[src/rtl/systolic_skew_feeder.sv]
// rtl/systolic_skew_feeder.sv - skewed A/B operand feeder with job-framed enable for a systolic array
// Lane r of A / lane c of B is delayed r+1 / c+1 cycles; en_out is the OR of the tags at every tap.
module systolic_skew_feeder #(
    parameter int DATA_WIDTH = 8,
    parameter int ROWS       = 8,
    parameter int COLS       = 8
) (
    input  logic                       clk,
    input  logic                       rst,
    input  logic                       in_valid,
    output logic                       in_ready,
    input  logic                       in_last,
    input  logic [ROWS*DATA_WIDTH-1:0] in_a,
    input  logic [COLS*DATA_WIDTH-1:0] in_b,
    output logic [ROWS*DATA_WIDTH-1:0] a_out,
    output logic [COLS*DATA_WIDTH-1:0] b_out,
    output logic                       en_out,
    output logic                       busy,
    output logic [15:0]                bubble_cnt
);

    localparam int M  = (ROWS > COLS) ? ROWS : COLS;
    localparam int CW = (M > 1) ? $clog2(M) : 1;

    typedef enum logic [1:0] {
        S_IDLE  = 2'd0,
        S_FEED  = 2'd1,
        S_DRAIN = 2'd2
    } state_t;

    state_t                     r_state;
    state_t                     w_state_nxt;
    logic [CW-1:0]              r_drain_cnt;
    logic [CW-1:0]              w_drain_cnt_nxt;
    logic [15:0]                r_bubble_cnt;
    logic [15:0]                w_bubble_cnt_nxt;
    logic                       w_push_tag;
    logic                       w_push_data;
    logic [ROWS*DATA_WIDTH-1:0] w_push_a;
    logic [COLS*DATA_WIDTH-1:0] w_push_b;
    logic [M-1:0]               r_tag;

    always_ff @(posedge clk) begin
        if (rst) begin
            r_state      <= S_IDLE;
            r_drain_cnt  <= '0;
            r_bubble_cnt <= '0;
        end else begin
            r_state      <= w_state_nxt;
            r_drain_cnt  <= w_drain_cnt_nxt;
            r_bubble_cnt <= w_bubble_cnt_nxt;
        end
    end

    always_comb begin
        w_state_nxt      = r_state;
        w_drain_cnt_nxt  = r_drain_cnt;
        w_bubble_cnt_nxt = r_bubble_cnt;
        in_ready         = 1'b0;
        w_push_tag       = 1'b0;
        w_push_data      = 1'b0;
        case (r_state)
            S_IDLE: begin
                in_ready = 1'b1;
                if (in_valid) begin
                    w_push_tag       = 1'b1;
                    w_push_data      = 1'b1;
                    w_bubble_cnt_nxt = '0;
                    if (in_last) begin
                        w_state_nxt     = S_DRAIN;
                        w_drain_cnt_nxt = CW'(M - 1);
                    end else begin
                        w_state_nxt = S_FEED;
                    end
                end
            end
            S_FEED: begin
                // A missing beat still pushes a tagged zero entry so en_out never gaps.
                in_ready   = 1'b1;
                w_push_tag = 1'b1;
                if (in_valid) begin
                    w_push_data = 1'b1;
                    if (in_last) begin
                        w_state_nxt     = S_DRAIN;
                        w_drain_cnt_nxt = CW'(M - 1);
                    end
                end else if (r_bubble_cnt != 16'hFFFF) begin
                    w_bubble_cnt_nxt = r_bubble_cnt + 16'd1;
                end
            end
            S_DRAIN: begin
                if (r_drain_cnt == '0) begin
                    w_state_nxt = S_IDLE;
                end else begin
                    w_drain_cnt_nxt = r_drain_cnt - CW'(1);
                end
            end
            default: begin
                w_state_nxt = S_IDLE;
            end
        endcase
    end

    assign w_push_a = w_push_data ? in_a : '0;
    assign w_push_b = w_push_data ? in_b : '0;

    // Tags are identical across lanes at equal depth, so one chain of depth M serves every tap.
    generate
        if (M == 1) begin : g_tag_single
            always_ff @(posedge clk) begin
                if (rst) r_tag <= '0;
                else     r_tag <= w_push_tag;
            end
        end else begin : g_tag_chain
            always_ff @(posedge clk) begin
                if (rst) r_tag <= '0;
                else     r_tag <= {r_tag[M-2:0], w_push_tag};
            end
        end
    endgenerate

    genvar gr;
    generate
        for (gr = 0; gr < ROWS; gr++) begin : g_a_lane
            logic [(gr+1)*DATA_WIDTH-1:0] r_pipe;
            if (gr == 0) begin : g_first
                always_ff @(posedge clk) begin
                    if (rst) r_pipe <= '0;
                    else     r_pipe <= w_push_a[DATA_WIDTH-1:0];
                end
            end else begin : g_deep
                always_ff @(posedge clk) begin
                    if (rst) r_pipe <= '0;
                    else     r_pipe <= {r_pipe[gr*DATA_WIDTH-1:0], w_push_a[gr*DATA_WIDTH +: DATA_WIDTH]};
                end
            end
            assign a_out[gr*DATA_WIDTH +: DATA_WIDTH] = r_pipe[(gr+1)*DATA_WIDTH-1 -: DATA_WIDTH];
        end
    endgenerate

    genvar gc;
    generate
        for (gc = 0; gc < COLS; gc++) begin : g_b_lane
            logic [(gc+1)*DATA_WIDTH-1:0] r_pipe;
            if (gc == 0) begin : g_first
                always_ff @(posedge clk) begin
                    if (rst) r_pipe <= '0;
                    else     r_pipe <= w_push_b[DATA_WIDTH-1:0];
                end
            end else begin : g_deep
                always_ff @(posedge clk) begin
                    if (rst) r_pipe <= '0;
                    else     r_pipe <= {r_pipe[gc*DATA_WIDTH-1:0], w_push_b[gc*DATA_WIDTH +: DATA_WIDTH]};
                end
            end
            assign b_out[gc*DATA_WIDTH +: DATA_WIDTH] = r_pipe[(gc+1)*DATA_WIDTH-1 -: DATA_WIDTH];
        end
    endgenerate

    assign en_out     = |r_tag;
    assign busy       = (r_state != S_IDLE) || en_out;
    assign bubble_cnt = r_bubble_cnt;

endmodule

[config.mk]
export PLATFORM = sky130hd
export DESIGN_NAME = systolic_skew_feeder
export DESIGN_NICKNAME = d
export VERILOG_FILES = /design/src/rtl/systolic_skew_feeder.sv
export SDC_FILE = /design/constraint.sdc
export NUM_CORES = 1
export LEC_CHECK = 0
export CORE_ASPECT_RATIO = 1.2
export CORE_MARGIN = 2
export CORE_UTILIZATION = 52
export CTS_BUF_LIST = sky130_fd_sc_hd__clkbuf_8 sky130_fd_sc_hd__clkbuf_16
export DETAILED_ROUTE_END_ITERATION = 7
export GPL_TIMING_DRIVEN = 0
export PLACE_DENSITY_LB_ADDON = 0.15
export SLEW_MARGIN = 10
export SYNTH_ARGS = -nofsm -noshare
export SYNTH_HDL_FRONTEND = slang
export SYNTH_SLANG_ARGS = --single-unit
[constraint.sdc]
create_clock -name clk -period 2.35 [get_ports clk]
set_clock_uncertainty 0.1 [all_clocks]
set_input_delay 0.235 -clock clk [delete_from_list [all_inputs] [get_ports clk]]
set_output_delay 0.235 -clock clk [all_outputs]
set_load 0.005 [all_outputs]
==> out/summary.md, run 1 <==
## Timing
• **max-slew violations** 0
• **total count of hold-check failures in the final report** 0
• **headroom to the max-slew limit** 41.45%
• **unrepaired setup endpoints after global routing** no
• **final number of setup-violating endpoints** 0
• **achievable frequency** 454.0 MHz
• **final worst path period need** 2203 ps
• **final critical-path share of the clock period** 93.73%
• **Post-Route Setup TNS** 0 ps
• **measured slew at the worst slew-check pin** 878.3 ps

## Drt
• **wire length the detailed router placed on met1** 10520 um
• **vias** 10044
• **# DRC** 0
• **number of routed nets with antenna violations** 0
• **total wire length after detailed routing** 28650 um
• **Met2 Routed Length** 15600 um
• **first-pass iteration count of the detailed router** 4
• **uppermost metal layer occupied by signal nets** met5
• **Avg WL per Cell** 12.30 um
• **met3 wirelength from detailed routing** 1646 um
• **Vias/cell** 4.313
• **starting DRC count in detailed routing** 275

## Pwr
• **maximum resistive drop on vdd** 0.0006513 V
• **overall power consumption** 20080 uW
• **leakage power** 0.009203 uW
• **Pwr per Cell Area** 876.0 nW/um2

## Placement
• **buffers added on ports** 277
• **GPL Wtd Cong** 0.8145
• **sum of net half-perimeters after detailed placement** 19970 um

## Hold path
• **hold path cells** 2
• **worst hold path startpoint** in_b[58]
• **endpoint with the worst hold slack** g_b_lane[7].r_pipe[2]
• **path category of the worst min-delay check** in -> reg

## Setup path
• **cell with the largest stage delay on the worst path** dfxtp_1
• **data arrival time at the worst-slack endpoint** 1870 ps
• **required time reported for the critical path endpoint** 2020 ps
• **Worst path max stage delay** 310 ps
• **Worst R2R Path Depth** 5
• **sequence of cells on the critical path** nor4_2, nand2_1, or3_1, dlygate4sd2_1
• **nature of the critical path endpoint** output pin
• **endpoint of the most critical register-to-register path** bubble_cnt[11]
• **Crit path depth** 4
• **reg2reg start** bubble_cnt[8]
• **slack of the worst reg-to-reg path** 290 ps
• **type of the worst setup path** reg -> out
• **critical path launch point type** register
• **buffering stage count on the worst path with inverters included** 1
• **largest driver fanout on the critical path** 2
• **cell class contributing the biggest share of worst-path delay** simple AND/OR/NAND/NOR gates

## Floorplan
• **height of the die** 206.1 um
• **Horiz. Die Dim** 172.4 um
• **Core Rows** 74
• **number of ports placed on the die boundary** 279
• **Die ar.** 35540 um2
• **core box area** 33790 um2
• **Starting Density** 52.38%

## Clocking
• **Longest Clk Path Bufs** 3
• **clock root buffer master** clkbuf_16
• **TritonCTS clock tree** built
• **H-tree lvl count** 2
• **worst skew pair latency** 570 ps
• **clock-pin slew on the worst setup and hold paths** 60 ps
• **clock buffers created by TritonCTS** 54
• **CTS sink count** 605

## Synth
• **EDFF count, synth** 0
• **gate count of the mapped netlist** 1496
• **share of the yosys chip area belonging to registers** 68.42%
• **warning count from the yosys run** 0
• **Post-Syn Nets** 1631
• **ys async rst share** 0%
• **Top FF cell, synth** dfxtp_1
• **synth unique cells** 48
• **Post-Synthesis Cell Area** 17700 um2
• **average footprint of a synthesized cell** 11.83 um2
• **flip-flop and latch count after synthesis** 605

## Global routing
• **global-route wire length before repair** 44360 um
• **overall fraction of global-route tracks in use** 16.04%
• **GR Overflow Total** 0
• **largest net degree at the start of global routing** 17
• **initial antenna violation count** 4
• **number of global-route vias before repair** 9264

## Finish
• **nets** 1965
• **footprint of the flip-flops and latches** 12110 um2
• **multi-input logic area** 4447 um2
• **area grow syn2layout** 29.51%
• **share of final-layout standard cells stronger than drive strength 1** 11.70%
• **filler cell count** 2582

## Run status
• **run status** finished, final reports clean

## Run
• **reported max-cap violation count** 0

==> area by class of cell <==
cell class	count	share of cell area [%]
repair buffers	278	12.13
clock inverters	24	0.9769
inverters	8	0.1310
multi-input cells	699	19.40
plain buffers	184	4.890
flip-flops and latches	605	52.83
clock buffers	74	7.144
diodes	1	0.01092
well taps	456	2.489
==> layer usage <==
| metal | GRT usage (%) | vias up |
|---|---|---|
| met2 | 30.76 | 226 |
| met5 | 0 | - |
| li1 | - | 5179 |
| met4 | 6.152 | 4 |
| met3 | 4.290 | 69 |
| met1 | 16.34 | 4566 |
==> report_power, final <==
part	internal [uW]	switching, uW	leakage (uW)
sequential	10500	43.3	0.00491
clock	5290	3550	0.000957
combinational	423	322	0.00334
total	16200	3920	0.00920
==> synthesized netlist by cell type (3+ instances only) <==
cell type | number | area [um2]
inv_1 | 8 | 30.03
or4_1 | 3 | 22.52
nand2_1 | 7 | 26.28
nor2_1 | 8 | 30.03
buf_2 | 3 | 15.01
clkbuf_1 | 66 | 247.7
a31oi_1 | 4 | 25.02
nand4_1 | 4 | 25.02
or3_1 | 3 | 18.77
nand3_1 | 10 | 50.05
dfxtp_1 | 605 | 12110
nor3_1 | 7 | 35.03
nor4_1 | 8 | 50.05
a311oi_1 | 3 | 26.28
a21oi_1 | 5 | 25.02
buf_4 | 113 | 848.3
nor2b_1 | 457 | 2859
o21ai_0 | 6 | 30.03
ha_1 | 3 | 37.54
and2_1 | 134 | 838.3
nand2b_1 | 4 | 25.02
==> worst max-delay path by stage <==
stage / start / to / slack (ps)
2_1_floorplan: bubble_cnt[0] / bubble_cnt[11] / 580
3_3_place_gp: rst / g_a_lane[4].r_pipe[7] / -690
3_5_place_dp: rst / g_a_lane[4].r_pipe[7] / -710
4_1_cts: r_tag[6] / busy / 90
5_1_grt: r_tag[6] / busy / 30
6_report: r_tag[6] / busy / 150
==> placed cells by master, fill, tap and decap left out, drive strengths merged, types with 2 or more instances in the layout <==
| cell type | instances |
|---|---|
| clkinvlp | 2 |
| nand2b | 4 |
| a211oi | 2 |
| nand4 | 5 |
| clkdlybuf4s50 | 276 |
| a311oi | 5 |
| a221o | 2 |
| ha | 3 |
| nor3 | 7 |
| or3 | 3 |
| nand3 | 10 |
| dfxtp | 605 |
| and2 | 134 |
| a31oi | 4 |
| buf | 117 |
| nor2b | 457 |
| o21ai | 6 |
| bufinv | 4 |
| clkinv | 7 |
| o31ai | 2 |
| clkbuf | 141 |
| or4 | 4 |
| nor4 | 10 |
| o41ai | 2 |
| inv | 19 |
| and3 | 2 |
| a21oi | 6 |
| nor2 | 9 |
| nand2 | 7 |
| o311ai | 2 |
==> flip-flops by register name, summed over array words and instances (netlist names) <==
register,count
g_b_lane.r_pipe,288
r_tag,8
bubble_cnt,16
r_drain_cnt,3
r_state,2
g_a_lane.r_pipe,288
==> cells by family (layout without fill, tap and decap cells) <==
kind of cell | after synthesis | after routing | synth area share [%]
xor+xnor | 1 | 1 | 0.04949
other cells | 0 | 1 | 0
flops | 605 | 605 | 68.42
simple gates | 653 | 653 | 22.91
fa+ha+maj | 3 | 3 | 0.2121
mux | 2 | 2 | 0.1202
compound gates | 40 | 40 | 1.788
buf+inv | 192 | 568 | 6.496
==> timing repair <==
action                                 in CTS  in global routing
setup endpoints to repair                  11                  0
endpoints found under the hold margin       2                  0
hold buffers                                1                  0
gates resized for setup                     3                  0
setup buffers                               0                  0
==> per-stage QoR <==
stage                     util (%)  setup WS (ps)  instances  hold slack (ps)  cell area [um2]
after floorplan                  -          582.9       1496            256.7            17700
after global placement       62.27         -693.7       2229            315.0            21050
after detailed placement     62.27         -708.6       2229            320.4            21050
after CTS                    67.83          91.13       2328            92.27            22920
after global routing         67.83          27.15       2328            105.3            22920
final                        67.84          147.3       2329            121.2            22930
Power figures use the tool's default switching activity.
==> run 2, diff against run 1 <==
clock period = 2.4 ns   (was 2.35 ns; I/O delays follow)
==> results of run 2 <==
Same layout as run 1 (identical final DEF). Status: finished, final reports clean.
Main changes from that run: setup slack after placement -708.6 ps -> -663.6 ps; setup slack after layout 147.3 ps -> 192.3 ps; hold slack 121.2 ps -> 126.2 ps; register-to-register setup slack 290 ps -> 340 ps; total power 20080 uW -> 19660 uW; worst IR drop on VDD 0.0006513 V -> 0.0006377 V
